[src/rtl/dma_bus_arbiter.sv]
// Two-requester arbiter sharing one simple read/write memory master port.
// Grants whole transactions, round-robin or fixed priority, with a per-transaction watchdog.
module dma_bus_arbiter #(
  parameter int FIXED_PRIO = 0,
  parameter int TIMEOUT    = 256
) (
  input  logic        clk,
  input  logic        rst,
  input  logic        m0_R_req,
  input  logic        m1_R_req,
  input  logic [31:0] m0_AR_ADDR,
  input  logic [31:0] m1_AR_ADDR,
  output logic [31:0] m0_R_DATA,
  output logic [31:0] m1_R_DATA,
  output logic        m0_R_valid,
  output logic        m1_R_valid,
  input  logic        m0_W_req,
  input  logic        m1_W_req,
  input  logic [31:0] m0_AW_ADDR,
  input  logic [31:0] m1_AW_ADDR,
  input  logic [31:0] m0_W_DATA,
  input  logic [31:0] m1_W_DATA,
  output logic        m0_W_done,
  output logic        m1_W_done,
  output logic        m0_err,
  output logic        m1_err,
  output logic        s_R_req,
  output logic [31:0] s_AR_ADDR,
  input  logic [31:0] s_R_DATA,
  input  logic        s_R_valid,
  output logic        s_W_req,
  output logic [31:0] s_AW_ADDR,
  output logic [31:0] s_W_DATA,
  input  logic        s_W_done,
  output logic [1:0]  grant,
  output logic        busy
);

  typedef enum logic {IDLE = 1'b0, BUSY = 1'b1} state_t;

  localparam logic [15:0] TMO_LAST = 16'(TIMEOUT - 1);

  state_t      r_state;
  logic        r_owner;
  logic        r_op;
  logic        r_last_owner;
  logic [15:0] r_tmo_cnt;

  logic w_busy, w_v0, w_v1, w_pick1;
  logic w_own_rreq, w_own_wreq, w_own_req;
  logic w_done, w_tmo_hit, w_err;

  assign w_busy     = (r_state == BUSY);
  assign w_v0       = m0_R_req | m0_W_req;
  assign w_v1       = m1_R_req | m1_W_req;
  // m1 wins when alone, or on a round-robin tie when m0 held the bus last
  assign w_pick1    = w_v1 & (~w_v0 | ((FIXED_PRIO == 0) & ~r_last_owner));

  assign w_own_rreq = r_owner ? m1_R_req : m0_R_req;
  assign w_own_wreq = r_owner ? m1_W_req : m0_W_req;
  assign w_own_req  = r_op ? w_own_wreq : w_own_rreq;
  assign w_done     = w_busy & (r_op ? s_W_done : s_R_valid);
  assign w_tmo_hit  = (r_tmo_cnt == TMO_LAST);
  // a completion or a cancel in the expiry cycle suppresses the abort pulse
  assign w_err      = w_busy & w_own_req & ~w_done & w_tmo_hit;

  assign m0_R_DATA = s_R_DATA;
  assign m1_R_DATA = s_R_DATA;

  always_comb begin
    s_R_req    = 1'b0;
    s_AR_ADDR  = '0;
    s_W_req    = 1'b0;
    s_AW_ADDR  = '0;
    s_W_DATA   = '0;
    m0_R_valid = 1'b0;
    m1_R_valid = 1'b0;
    m0_W_done  = 1'b0;
    m1_W_done  = 1'b0;
    m0_err     = 1'b0;
    m1_err     = 1'b0;
    grant      = '0;
    busy       = w_busy;
    if (w_busy) begin
      grant = r_owner ? 2'b10 : 2'b01;
      if (r_op) begin
        s_W_req   = w_own_wreq;
        s_AW_ADDR = r_owner ? m1_AW_ADDR : m0_AW_ADDR;
        s_W_DATA  = r_owner ? m1_W_DATA : m0_W_DATA;
        m0_W_done = w_done & ~r_owner;
        m1_W_done = w_done & r_owner;
      end else begin
        s_R_req    = w_own_rreq;
        s_AR_ADDR  = r_owner ? m1_AR_ADDR : m0_AR_ADDR;
        m0_R_valid = w_done & ~r_owner;
        m1_R_valid = w_done & r_owner;
      end
      m0_err = w_err & ~r_owner;
      m1_err = w_err & r_owner;
    end
  end

  always_ff @(posedge clk) begin
    if (rst) begin
      r_state      <= IDLE;
      r_owner      <= 1'b0;
      r_op         <= 1'b0;
      r_last_owner <= 1'b1;
      r_tmo_cnt    <= '0;
    end else if (r_state == IDLE) begin
      if (w_v0 | w_v1) begin
        r_owner   <= w_pick1;
        r_op      <= w_pick1 ? m1_W_req : m0_W_req;
        r_tmo_cnt <= '0;
        r_state   <= BUSY;
      end
    end else begin
      if (w_done | ~w_own_req | w_tmo_hit) begin
        r_state      <= IDLE;
        r_last_owner <= r_owner;
      end else begin
        r_tmo_cnt <= r_tmo_cnt + 16'd1;
      end
    end
  end

endmodule

[config.mk]
export PLATFORM = sky130hd
export DESIGN_NAME = dma_bus_arbiter
export DESIGN_NICKNAME = d
export VERILOG_FILES = /design/src/rtl/dma_bus_arbiter.sv
export SDC_FILE = /design/constraint.sdc
export NUM_CORES = 1
export LEC_CHECK = 0
export BUFFER_PORTS_ARGS = -buffer_cell sky130_fd_sc_hd__buf_2
export CAP_MARGIN = 20
export CELL_PAD_IN_SITES_DETAIL_PLACEMENT = 1
export CELL_PAD_IN_SITES_GLOBAL_PLACEMENT = 2
export CORE_AREA = 2 2 157 159
export DETAILED_ROUTE_END_ITERATION = 12
export DIE_AREA = 0 0 159 161
export HOLD_SLACK_MARGIN = 0.15
export MAX_ROUTING_LAYER = met4
export PLACE_DENSITY = 0.84
export SLEW_MARGIN = 30
export SYNTH_ARGS = -nofsm -noshare
export SYNTH_HDL_FRONTEND = slang
export SYNTH_SLANG_ARGS = --single-unit
export TNS_END_PERCENT = 5
[constraint.sdc]
create_clock -name clk -period 2.8 [get_ports clk]
set_clock_uncertainty 0.2 [all_clocks]
set_input_delay 0.7 -clock clk [delete_from_list [all_inputs] [get_ports clk]]
set_output_delay 0.7 -clock clk [all_outputs]
set_load 0.005 [all_outputs]
==> metrics.md <==
| Metric | Value |
|---|---|
| Status | `complete, no violations` |
| Critical path arrival | `between 1.5 and 2 ns` |
| Post-synthesis share of cell area spent on and, or, nand and nor gates | `25.9%` |
| Number of enable flip-flop cells after synthesis | `0` |
| Pin count of the biggest net entering global routing | `between 50 and 60` |
| Endpoints failing hold | `0` |
| Area fraction in compound gates after synthesis | `9.85%` |
| Total I/O pin count | `about 400` |
| Standard-cell rows | `57` |
| Post-synth net total | `677` |
| Share of synthesized area occupied by flip-flops and latches | `12.0%` |
| Final setup violation count | `0` |
| Number of antenna violations at the first check in global routing | `1` |
| Max frequency | `0.363 GHz` |
| Fill cells | `just over 3,000` |
| Post-synthesis instance area | `3340 um2` |
| CTS Root Buffer Type | `sky130_fd_sc_hd__clkbuf_16` |
| Power density cells | `~250 nW/um2` |
| Die Wd | `~160 um` |
| Routed vias/inst | `4.06` |
| Setup crit start kind | `flip-flop` |
| Post-Synth Adder-Cell Area | `less than 1%` |
| H-tree depth reported by CTS | `1` |
| Routed WL per cell | `between 15 and 20 um` |
| Worst slew margin relative to its limit | `between 70% and 80%` |
| Number of global-route vias before repair | `4,225` |
| Number of clock buffers inserted by TritonCTS | `3` |
| Avg Cell Area, Syn | `7.53 um2` |
| Transition time of the tightest slew-check pin | `approximately 0.44 ns` |
| Synthesis Warnings | `0` |
| Time the final worst path needs with I/O delays and setup | `2.75 ns` |
| Residual antenna-violating net count after detailed routing | `0` |
| Iteration-0 DRC Markers | `128` |
| RD Place Congestion | `0.814` |
| Final HPWL DP | `14,200 um` |
| Required time worst endpoint | `1.90 ns` |
| Unique cell type count in the Yosys netlist | `52` |
| CTS tree | `done` |
| Post-synthesis mux area share | `31.0%` |
| Maximum fanout encountered on the critical timing path | `5` |
| Dominant combinational cell family by area after synthesis | `multiplexers` |
| Total congestion overflow after global routing | `0` |
| Total routing resource utilization after global routing | `~12%` |
| Total Power | `1.24 mW` |
| Vias post-DR | `4,132` |
| Kind of end point of the critical path | `output pin` |
| Commonest non-fill, non-tap cell in the layout | `sky130_fd_sc_hd__buf_2` |
| Worst-Skew Late Latency | `around 0.25 ns` |
| Die ar. | `25,600 um2` |
| Number of max-capacitance violations reported | `0` |
| Area used by multi-input combinational logic | `2250 um2` |
| VDD IR-drop max | `approximately 0.00017 V` |
| Most used flip-flop cell after synthesis | `sky130_fd_sc_hd__dfxtp_1` |
| Maximum clock path buffer count | `2` |
| Routed WL | `16,500 um` |
| Synthesized-area fraction occupied by xor and xnor cells | `0%` |
| Async SR Flop Fraction | `0%` |
| Count of mapped cells out of synthesis | `444` |
| Class of the most critical hold timing path | `reg2reg` |
| Inserted Diodes | `0` |
| Unrepaired setup endpoints after global routing | `true` |
| Leakage power figure | `2.43 nW` |
| Fraction of layout instances using a drive strength above 1 | `53.3%` |
| IO Port Bufs | `306` |
| Flip-flop and latch count after synthesis | `20` |
| Std-Cell Core Area | `approximately 24,000 um2` |
| Part of the cycle the worst path needs | `98.4%` |
| Number of remaining DRC errors | `0` |
| Initial standard-cell utilization of the core | `13.9%` |
| NumNets Final | `928` |
| Utilization after layout | `around a fifth` |
| Clock edge transition at the registers on the reported setup and hold paths | `0.06 ns` |
| DIE HEIGHT | `161 um` |
| First-pass GRT wire length | `24,300 um` |
| Clock Sinks | `20` |
| Startpoint-to-endpoint class of the critical path | `reg2out` |
| Commonest cells after routing, fill and taps aside | `306 x sky130_fd_sc_hd__buf_2, 111 x sky130_fd_sc_hd__nor2_1, 100 x sky130_fd_sc_hd__mux2i_1` |
| Seq. cell area | `405 um2` |
| Max Transition Viols Final | `0` |
| Post-synthesis to final-layout area growth | `49.9%` |
| Pre-Repair DR Iteration Count | `4` |
what timing repair did:
item | 4_1_cts | 5_1_grt
pin swaps | 1 | 3
setup endpoints to repair | 1 | 1
setup buffers | 1 | 1
hold buffers | 0 | 0
resized for setup | 1 | 1
hold endpoints to repair | 0 | 0
flip-flops by register name (all words and copies together), names as in the netlist:
signal        cells
r_owner           1
r_last_owner      1
busy              1
r_tmo_cnt        16
r_op              1
synthesized netlist by cell type (5+ instances only):
master	count	area, um2
sky130_fd_sc_hd__buf_6	5	56.3
sky130_fd_sc_hd__inv_1	7	26.3
sky130_fd_sc_hd__nor2_1	111	417
sky130_fd_sc_hd__and3_1	6	37.5
sky130_fd_sc_hd__nand2_1	11	41.3
sky130_fd_sc_hd__nand3_1	10	50.1
sky130_fd_sc_hd__mux2i_1	100	1000
sky130_fd_sc_hd__buf_4	66	495
sky130_fd_sc_hd__clkbuf_1	16	60.1
sky130_fd_sc_hd__dfxtp_1	20	400
sky130_fd_sc_hd__or4_1	9	67.6
sky130_fd_sc_hd__a31oi_1	6	37.5
sky130_fd_sc_hd__a21oi_1	5	25.0
sky130_fd_sc_hd__o211ai_1	6	45.0
area by class of cell:
class | count | area share, %
well taps | 324 | 8.09
multi-input cells | 320 | 44.9
repair buffers | 343 | 36.9
inverters | 7 | 0.524
flip-flops and latches | 20 | 8.09
clock buffers | 4 | 1.57
power by group:
part,switching [mW],internal [mW]
sequential,0.0138,0.292
clock,0.112,0.194
combinational,0.315,0.318
path summary, 6_finish.rpt:
kind | from | endpoint | slack, ns | cells past startpoint
setup / recovery | r_tmo_cnt[13] | m0_err | 0.05 | 4
hold / removal | r_tmo_cnt[5] | r_tmo_cnt[5] | 0.31 | 2
setup reg to reg | r_tmo_cnt[0] | r_tmo_cnt[14] | 0.42 | 6
hold reg to reg | r_tmo_cnt[5] | r_tmo_cnt[5] | 0.31 | 2
layer usage:
metal / vias up / track usage (%) / routed length [um]
li1: 1996 / - / -
met1: 1955 / 15.5 / 7280
met2: 169 / 21.2 / 8250
met3: 12 / 1.77 / 871
met4: 0 / 1.65 / 129
met5: - / - / 0
critical path, stage by stage, from the launching register on:
cell and delay (ns):
sky130_fd_sc_hd__dfxtp_2 0.34, sky130_fd_sc_hd__or4_4 0.53, sky130_fd_sc_hd__or4_4 0.50, sky130_fd_sc_hd__nor3_2 0.10, sky130_fd_sc_hd__buf_2 0.13
through the flow:
stage | setup WS, ns | TNS [ns] | hold WS, ns | area, um2 | cells
after global placement | 0.0462 | 0 | 0.287 | 4910 | 1012
after detailed placement | 0.0508 | 0 | 0.295 | 4910 | 1012
after floorplan | 0.143 | 0 | 0.265 | 3340 | 444
final | 0.0457 | 0 | 0.306 | 5010 | 1018
after global routing | -0.0128 | -0.0128 | 0.343 | 5010 | 1018
after CTS | 0.00647 | 0 | 0.304 | 5000 | 1017
cells by family after synthesis:
logic type,Yosys count
simple gates,177
buf+inv,104
mux,102
compound gates,40
flops,20
fa+ha+maj,1
Note: power is estimated with default switching activity, not from simulation.
